[config.mk]
export PLATFORM = sky130hd
export DESIGN_NAME = id_stage
export DESIGN_NICKNAME = d
export VERILOG_FILES = /design/src/rtl/id_stage.sv
export SDC_FILE = /design/constraint.sdc
export NUM_CORES = 2
export LEC_CHECK = 0
export BUFFER_PORTS_ARGS = -buffer_cell sky130_fd_sc_hd__buf_2
export CORE_ASPECT_RATIO = 1.5
export CORE_MARGIN = 2
export CORE_UTILIZATION = 55
export CTS_CLUSTER_DIAMETER = 100
export CTS_CLUSTER_SIZE = 24
export DETAILED_ROUTE_END_ITERATION = 7
export PLACE_DENSITY = 0.75
export SYNTH_ARGS = -nofsm -noshare
export SYNTH_HDL_FRONTEND = slang
export SYNTH_SLANG_ARGS = --single-unit
[constraint.sdc]
create_clock -name clk -period 125.8 [get_ports clk]
set_clock_uncertainty 0.05 [all_clocks]
set_input_delay 31.45 -clock clk [delete_from_list [all_inputs] [get_ports clk]]
set_output_delay 31.45 -clock clk [all_outputs]
set_load 0.1 [all_outputs]
[src/rtl/id_stage.sv]
// id_stage: MIPS decode stage (regfile, branch/jump resolve, hazard stall, ID/EX register); `ID_MEM_FWD_EN enables MEM->decode forwarding
module id_stage #(
  parameter logic [31:0] RESET_PC = 32'h3000
) (
  input  logic        clk,
  input  logic        rst,
  input  logic [31:0] ID_pc,
  input  logic [31:0] ID_instr,
  input  logic        WB_we,
  input  logic [4:0]  WB_dst,
  input  logic [31:0] WB_data,
  input  logic [4:0]  EX_dst,
  input  logic        EX_load,
  input  logic [4:0]  MEM_dst,
  input  logic        MEM_load,
  input  logic [31:0] MEM_data,
  output logic        ID_stall,
  output logic [2:0]  ID_j,
  output logic [31:0] ID_npc,
  output logic [31:0] ID_pc_EX,
  output logic [31:0] ID_instr_EX,
  output logic [31:0] ID_rs_EX,
  output logic [31:0] ID_rt_EX,
  output logic [31:0] ID_ext_EX,
  output logic [4:0]  ID_dst_EX
);
  logic [31:0] rf [32];
  logic [5:0] op, fn;
  logic [4:0] rs, rt, rd, dst;
  logic is_r, is_addu, is_subu, is_jr, is_ori, is_lui, is_lw, is_sw, is_beq, is_j, is_jal;
  logic use_rs, use_rt, cmp_rs, cmp_rt;
  logic ex_rs, ex_rt, mb_rs, mb_rt, mem_rs, mem_rt, wb_rs, wb_rt;
  logic [31:0] sext, ext, pc4, rs_val, rt_val;
  assign op = ID_instr[31:26];
  assign fn = ID_instr[5:0];
  assign rs = ID_instr[25:21];
  assign rt = ID_instr[20:16];
  assign rd = ID_instr[15:11];
  assign is_r    = op == 6'h00;
  assign is_addu = is_r && fn == 6'h21;
  assign is_subu = is_r && fn == 6'h23;
  assign is_jr   = is_r && fn == 6'h08;
  assign is_ori  = op == 6'h0d;
  assign is_lui  = op == 6'h0f;
  assign is_lw   = op == 6'h23;
  assign is_sw   = op == 6'h2b;
  assign is_beq  = op == 6'h04;
  assign is_j    = op == 6'h02;
  assign is_jal  = op == 6'h03;
  assign use_rs = is_addu | is_subu | is_ori | is_lw | is_sw | is_beq | is_jr;
  assign use_rt = is_addu | is_subu | is_sw | is_beq;
  assign cmp_rs = is_beq | is_jr;
  assign cmp_rt = is_beq;
  assign dst = (is_addu | is_subu) ? rd : (is_ori | is_lui | is_lw) ? rt : is_jal ? 5'd31 : 5'd0;
  assign sext = {{16{ID_instr[15]}}, ID_instr[15:0]};
  assign pc4  = ID_pc + 32'd4;
  assign ext  = is_lui ? {ID_instr[15:0], 16'h0} : is_ori ? {16'h0, ID_instr[15:0]} : is_jal ? ID_pc + 32'd8 : sext;
  assign ex_rs = rs != 5'd0 && rs == EX_dst;
  assign ex_rt = rt != 5'd0 && rt == EX_dst;
  assign wb_rs = WB_we && WB_dst == rs;
  assign wb_rt = WB_we && WB_dst == rt;
`ifdef ID_MEM_FWD_EN
  assign mem_rs = rs != 5'd0 && rs == MEM_dst && !MEM_load;
  assign mem_rt = rt != 5'd0 && rt == MEM_dst && !MEM_load;
  assign mb_rs  = rs != 5'd0 && rs == MEM_dst && MEM_load;
  assign mb_rt  = rt != 5'd0 && rt == MEM_dst && MEM_load;
`else
  logic mem_unused;
  assign mem_unused = ^{MEM_data, MEM_load};
  assign mem_rs = 1'b0;
  assign mem_rt = 1'b0;
  assign mb_rs  = rs != 5'd0 && rs == MEM_dst;
  assign mb_rt  = rt != 5'd0 && rt == MEM_dst;
`endif
  assign rs_val = rs == 5'd0 ? 32'h0 : mem_rs ? MEM_data : wb_rs ? WB_data : rf[rs];
  assign rt_val = rt == 5'd0 ? 32'h0 : mem_rt ? MEM_data : wb_rt ? WB_data : rf[rt];
  assign ID_stall = (EX_load && ((use_rs && ex_rs) || (use_rt && ex_rt)))
                 || (cmp_rs && (ex_rs || mb_rs)) || (cmp_rt && (ex_rt || mb_rt));
  assign ID_j = ID_stall ? 3'd0 : (is_beq && rs_val == rt_val) ? 3'd1 : (is_j | is_jal) ? 3'd2 : is_jr ? 3'd3 : 3'd0;
  assign ID_npc = is_jr ? rs_val : (is_j | is_jal) ? {pc4[31:28], ID_instr[25:0], 2'b00} : pc4 + {sext[29:0], 2'b00};
  // register file: cleared on reset, $0 never written
  always_ff @(posedge clk or posedge rst) begin
    if (rst) begin
      for (int i = 0; i < 32; i++) rf[i] <= 32'h0;
    end else if (WB_we && WB_dst != 5'd0) begin
      rf[WB_dst] <= WB_data;
    end
  end
  // decode/execute register: bubble on stall keeps only the pc
  always_ff @(posedge clk or posedge rst) begin
    if (rst) begin
      ID_pc_EX    <= RESET_PC;
      ID_instr_EX <= 32'h0;
      ID_rs_EX    <= 32'h0;
      ID_rt_EX    <= 32'h0;
      ID_ext_EX   <= 32'h0;
      ID_dst_EX   <= 5'd0;
    end else begin
      ID_pc_EX    <= ID_pc;
      ID_instr_EX <= ID_stall ? 32'h0 : ID_instr;
      ID_rs_EX    <= ID_stall ? 32'h0 : rs_val;
      ID_rt_EX    <= ID_stall ? 32'h0 : rt_val;
      ID_ext_EX   <= ID_stall ? 32'h0 : ext;
      ID_dst_EX   <= ID_stall ? 5'd0 : dst;
    end
  end
endmodule

### Yosys cells after proc, flatten, opt, wreduce, memory -nomap -nowiden

Index checks and enable logic that the tools add are counted.

* output and inout bits: 201
* word-level logic and storage cells: 135
* input port bits: 148
* register bits after elaboration: 1189

* mux-type cells: 30
* bitwise gates (word level): 15
* eq/ne operators: 17
* reduce and logical (&&, ||, !) cells: 28
* order comparisons: 4
* add/sub/neg operators: 3

Operator list (count)
* $bwmux W1024: 1
* $mux W32: 18
* $bmux W32 S5: 2
* $demux W32 S5: 1
* $add A32 B3 Y32 const B: 1
* $add A32 B32 Y32: 1
* $add A32 B4 Y32 const B: 1
* $eq A32 B32 Y1: 1
* $eq A5 B5 Y1: 6
* $eq A6 B6 Y1 const B: 4
* $mux W5: 4
* $eq A6 B4 Y1 const B: 3
* $ge A6 B6 Y1 const B: 3
* $not A5 Y6: 3
* $logic_and A1 B1 Y1: 17
* $reduce_bool A5 Y1: 3
* $eq A6 B2 Y1 const B: 2
* $or A1 B1 Y1: 12
* $logic_not A5 Y1: 2
* $mux W2: 4
* $eq A6 B3 Y1 const B: 1
* $logic_not A6 Y1: 1
* $lt A6 B1 Y1 const B: 1
* $logic_or A1 B1 Y1: 5

### Depth between registers and ports, before layout

* word-level depth: 14
* gate-level depth with buffers: 20
* depth with buffers taken out: 19

### Worst setup path before layout

OpenSTA, ideal clock, no wires.

* kind: input port to output port
* start point: in ID_pc[5]
* end point: out ID_npc[29]
* data required time: 94300 ps
* slack: 57019 ps
* arrival: 37281 ps
* buffers on the path: 2
* stages: 19
* path through: clkbuf_1 nand3_1 nor3_1 and3_1 and3_1 clkbuf_1 nand4_1 xnor2_1 ha_1 nand3_1 or3_1 a2111oi_0 nor4b_1 o21ai_0 o21ai_0 a21oi_1 mux2i_1 a21oi_1 o31ai_1

* word-level cells in the longest chain between the ends: 4

Ends and longest elaborated chain
* start, declared: RTL line 7 `input logic [31:0] ID_pc,`
* $add A32 B3 Y32 *: RTL line 56 `assign pc4 = ID_pc + 32'd4;`
* $add A32 B32 Y32: RTL line 80 `assign ID_npc = is_jr ? rs_val : (is_j | is_jal) ? {pc4[31:28], ID_instr[25:0], 2'b00} : pc4 + {sext[29:0], 2' ...`
* $mux W32 * (2 in a row): RTL line 80
* end, declared: RTL line 19 `output logic [31:0] ID_npc,`

Every way passes the cells marked *; elsewhere a longest branch is shown, timed or not.

### Final worst setup path

* start point: in ID_instr[21]
* end point: out ID_j[0]

* word-level cells in the longest chain between the ends: 10
* elaborated cells between the ends (all ways): 25
* those cells by class: eq/ne (4); mux (7); bitwise (1); reduce/logical (13)

Ends and longest elaborated chain
* start, declared: RTL line 8 `input logic [31:0] ID_instr,`
* $not A5 Y6 (not written as such): RTL line 75 `assign rs_val = rs == 5'd0 ? 32'h0 : mem_rs ? MEM_data : wb_rs ? WB_data : rf[rs];`
* $bmux W32 S5: RTL line 75
* $mux W32 (not written as such) (2 in a row): RTL line 75
* $mux W32 (2 in a row): RTL line 75
* $eq A32 B32 Y1: RTL line 79 `assign ID_j = ID_stall ? 3'd0 : (is_beq && rs_val == rt_val) ? 3'd1 : (is_j | is_jal) ? 3'd2 : is_jr ? 3'd3 : ...`
* $logic_and A1 B1 Y1: RTL line 79
* $mux W2: RTL line 79
* $mux W2 *: RTL line 79
* end, declared: RTL line 18 `output logic [2:0] ID_j,`

Every way passes the cells marked *; elsewhere a longest branch is shown, timed or not. The select of a mux whose other input is x is not followed.

==> metrics.csv <==
stage,metric,value,unit
critical_path,Slowest cell on crit path,a32oi_1,
clock_network,setup bufs post-CTS,0,
critical_path,launching point of the worst reg2reg path,rf[778],
pwr,Worst VDD drop,0.0113,mV
critical_path,Critical Path AT,38.07,ns
yosys,number of synthesized flops with an enable pin,0,
timing,FMAX,14.4,MHz
clock_network,CTS tree,built,
placed_design,routability cong.,0.982,
job,max-cap violations,0,
critical_path,Setup Crit Path Kind,input pin to output port,
clock_network,Max clock buf depth,3,
clock_network,number of gates resized after cts,0,
timing,RSZ-0062 raised after global routing,no,
routing,WL per Instance,35.1,µm
timing,max-slew violation count,0,
clock_network,Inserted Clock Buffers,55,
layout,P&R area growth vs syn,5.48,%
yosys,Netlist cell types,88,
floorplan,die width,284,µm
routing,Antenna Violating Nets Remaining,0,
clock_network,Clock transition at path regs,0.09,ns
timing,final setup violation count,0,
clock_network,CTS Root Cell,clkbuf_16,
hold_path,hold wc startpoint,rf[1007],
grt,Total GRT Usage,0.370,
grt,number of global-route vias before repair,45800,
grt,initial antenna violation count,25,
yosys,Netlist Area Pre-Place,64500,µm²
clock_network,H-tree lvl count,2,
yosys,Seq cells post-synth,1189,
layout,nets,4940,
critical_path,"most used cell, CP",buf_4,
routing,via/cell ratio,7.18,
routing,DRC viols,0,
layout,Filler Cells Inserted,9162,
routing,DR iter-0 viols,5622,
yosys,Mapped Cells,4731,
hold_path,HP Class,flop to flop,
placed_design,post-DP HPWL,140,mm
yosys,Async SR Flop Fraction,1.00,
critical_path,Worst setup EP type,output port,
layout,"commonest non-fill, non-tap cell in the layout",dfrtp_1,
grt,first-pass GRT wire length,321,mm
run_status,status,completed,
critical_path,CP Cell Sequence,buf_8 -> buf_4 -> buf_4 -> buf_4 -> mux4_2 -> a22o_1 -> a221oi_1 -> o2bb2ai_1 -> a32oi_1 -> xnor2_1 -> nand4_1 -> nor4_1 -> nand4_1 -> o32ai_2 -> buf_2,
floorplan,Die Span Y,423,µm
routing,Detailed Routing Iterations Pass 1,7,
clock_network,hold_buf cts,0,
clock_network,Clock Sinks,1189,
routing,DRT Wirelength,222,mm
yosys,top_reg_cell synth,dfrtp_1,
timing,Final WS setup,56.23,ns
timing,Slew @ Worst Pin,1.30,ns
yosys,Syn Nets,4915,
placed_design,port bufs,314,
floorplan,IO Pins,349,
floorplan,Die ar.,120000,µm²
floorplan,Initial Util,0.555,
critical_path,Crit path required time,94.30,ns
floorplan,Core Footprint,116000,µm²
grt,largest net degree at the start of global routing,199,
critical_path,CP Max Fanout,53,
critical_path,critical path launch point type,input pin,
timing,setup TNS,0,ns
yosys,Synth Area per Inst,13.6,µm²
grt,GR Overflow Total,0,
yosys,Yosys warnings,0,
timing,WHS,0.353,ns
timing,relative slew slack,0.134,
timing,Final min period,69.57,ns
pwr,Cell Pwr Density,14.7,nW/µm²
clock_network,worst skew pair latency,0.73,ns
critical_path,Crit. Startpoint,ID_instr[21],
layout,most frequent cells in the layout,"dfrtp_1 (1187), mux2_2 (970), mux4_2 (460)",
critical_path,Crit path largest cell delay,0.93,ns
floorplan,row cnt,153,
routing,Vias,45400,
placed_design,dpl ws,56.37,ns
yosys,post-synthesis sequential area ratio,0.461,
pwr,P_leak,29.8,nW
placed_design,Post-Place Cells,6249,
layout,Finished Layout Cells,6330,
layout,layout cells sized above 1,0.421,
timing,"Hold Vio Cnt, Final",0,
timing,final worst path period share,0.553,
[flip-flops by register name, summed over array words and instances (netlist names)]
name,cells
ID_dst_EX,5
ID_ext_EX,32
ID_instr_EX,32
ID_pc_EX,32
ID_rs_EX,32
ID_rt_EX,32
rf,1024
[metal layers]
layer	wire [µm]	vias up	GRT usage
met1	75100	23500	0.448
met4	22100	24	0.305
met3	23800	996	0.0888
met5	159	-	0
met2	101000	3078	0.565
li1	-	17800	-
[cells by family after synthesis]
family,after synthesis,synth area share
other cells,1,0.0000581
buf+inv,517,0.0442
mux,1579,0.359
compound gates,597,0.0624
simple gates,676,0.0477
fa+ha+maj,36,0.00710
flops,1189,0.461
xor+xnor,136,0.0185
[per-stage QoR]
stage                     total power, mW   util  instance area (µm²)
after floorplan                     0.723      -                64500
after global placement              0.787  0.573                66600
after detailed placement            0.799  0.573                66600
after CTS                           0.998  0.585                68000
after global routing                 1.04  0.585                68000
final                                1.00  0.585                68000
[where the power goes]
part           leakage, nW  internal, mW  total (mW)  switching [mW]
Sequential            15.1         0.450       0.498          0.0481
Combinational         14.0         0.130       0.300           0.170
Clock                0.700        0.0798       0.203           0.123
[worst max-delay path: cells and delay by family]
family / cells / cell delay (ns)
multiplexers: 1 / 0.59
AO/OA/AOI/OAI: 5 / 1.85
XOR/XNOR: 1 / 0.25
AND/OR/NAND/NOR: 3 / 0.84
buffers and inverters: 5 / 2.86
[synth_stat cells (20+ instances only)]
master	number	share of area
a211oi_1	31	0.0036
a21oi_1	92	0.0071
a221oi_1	38	0.0052
a22oi_1	69	0.0080
a31oi_1	20	0.0019
and3_1	23	0.0022
buf_2	74	0.0057
buf_4	22	0.0026
buf_6	30	0.0052
clkbuf_1	294	0.017
dfrtp_1	1187	0.46
ha_1	35	0.0068
inv_1	38	0.0022
mux2_2	970	0.17
mux2i_1	127	0.020
mux4_1	20	0.0081
mux4_2	460	0.16
nand2_1	209	0.012
nand3_1	46	0.0036
nor2_1	223	0.013
nor2b_1	30	0.0029
nor3_1	46	0.0036
o211ai_1	32	0.0037
o21ai_0	129	0.010
o22ai_1	56	0.0054
or3_1	20	0.0019
xnor2_1	90	0.012
xor2_1	46	0.0062
[worst paths after layout]
| kind | end | slack [ns] | cells past startpoint |
|---|---|---|---|
| worst min register to register | rf[1007] | 0.35 | 0 |
| min in group asynchronous | ID_rs_EX[22] | 30.80 | 2 |
| worst max register to register | ID_rs_EX[10] | 123.07 | 6 |
| worst max-delay path | ID_j[0] | 56.23 | 15 |
| max in group asynchronous | rf[263] | 91.97 | 5 |
| worst min-delay path | rf[1007] | 0.35 | 0 |
[final cells by class]
type                    instances  area (µm²)  share of cell area
diodes                         12        30.0            0.000441
clock buffers                  66        1420              0.0208
clock inverters                 3        25.0            0.000368
inverters                      41         161             0.00237
multi-input cells            3025       32100               0.472
flip-flops and latches       1189       29800               0.437
well taps                    1550        1940              0.0285
repair buffers                444        2620              0.0385
Power figures use the tool's default switching activity.
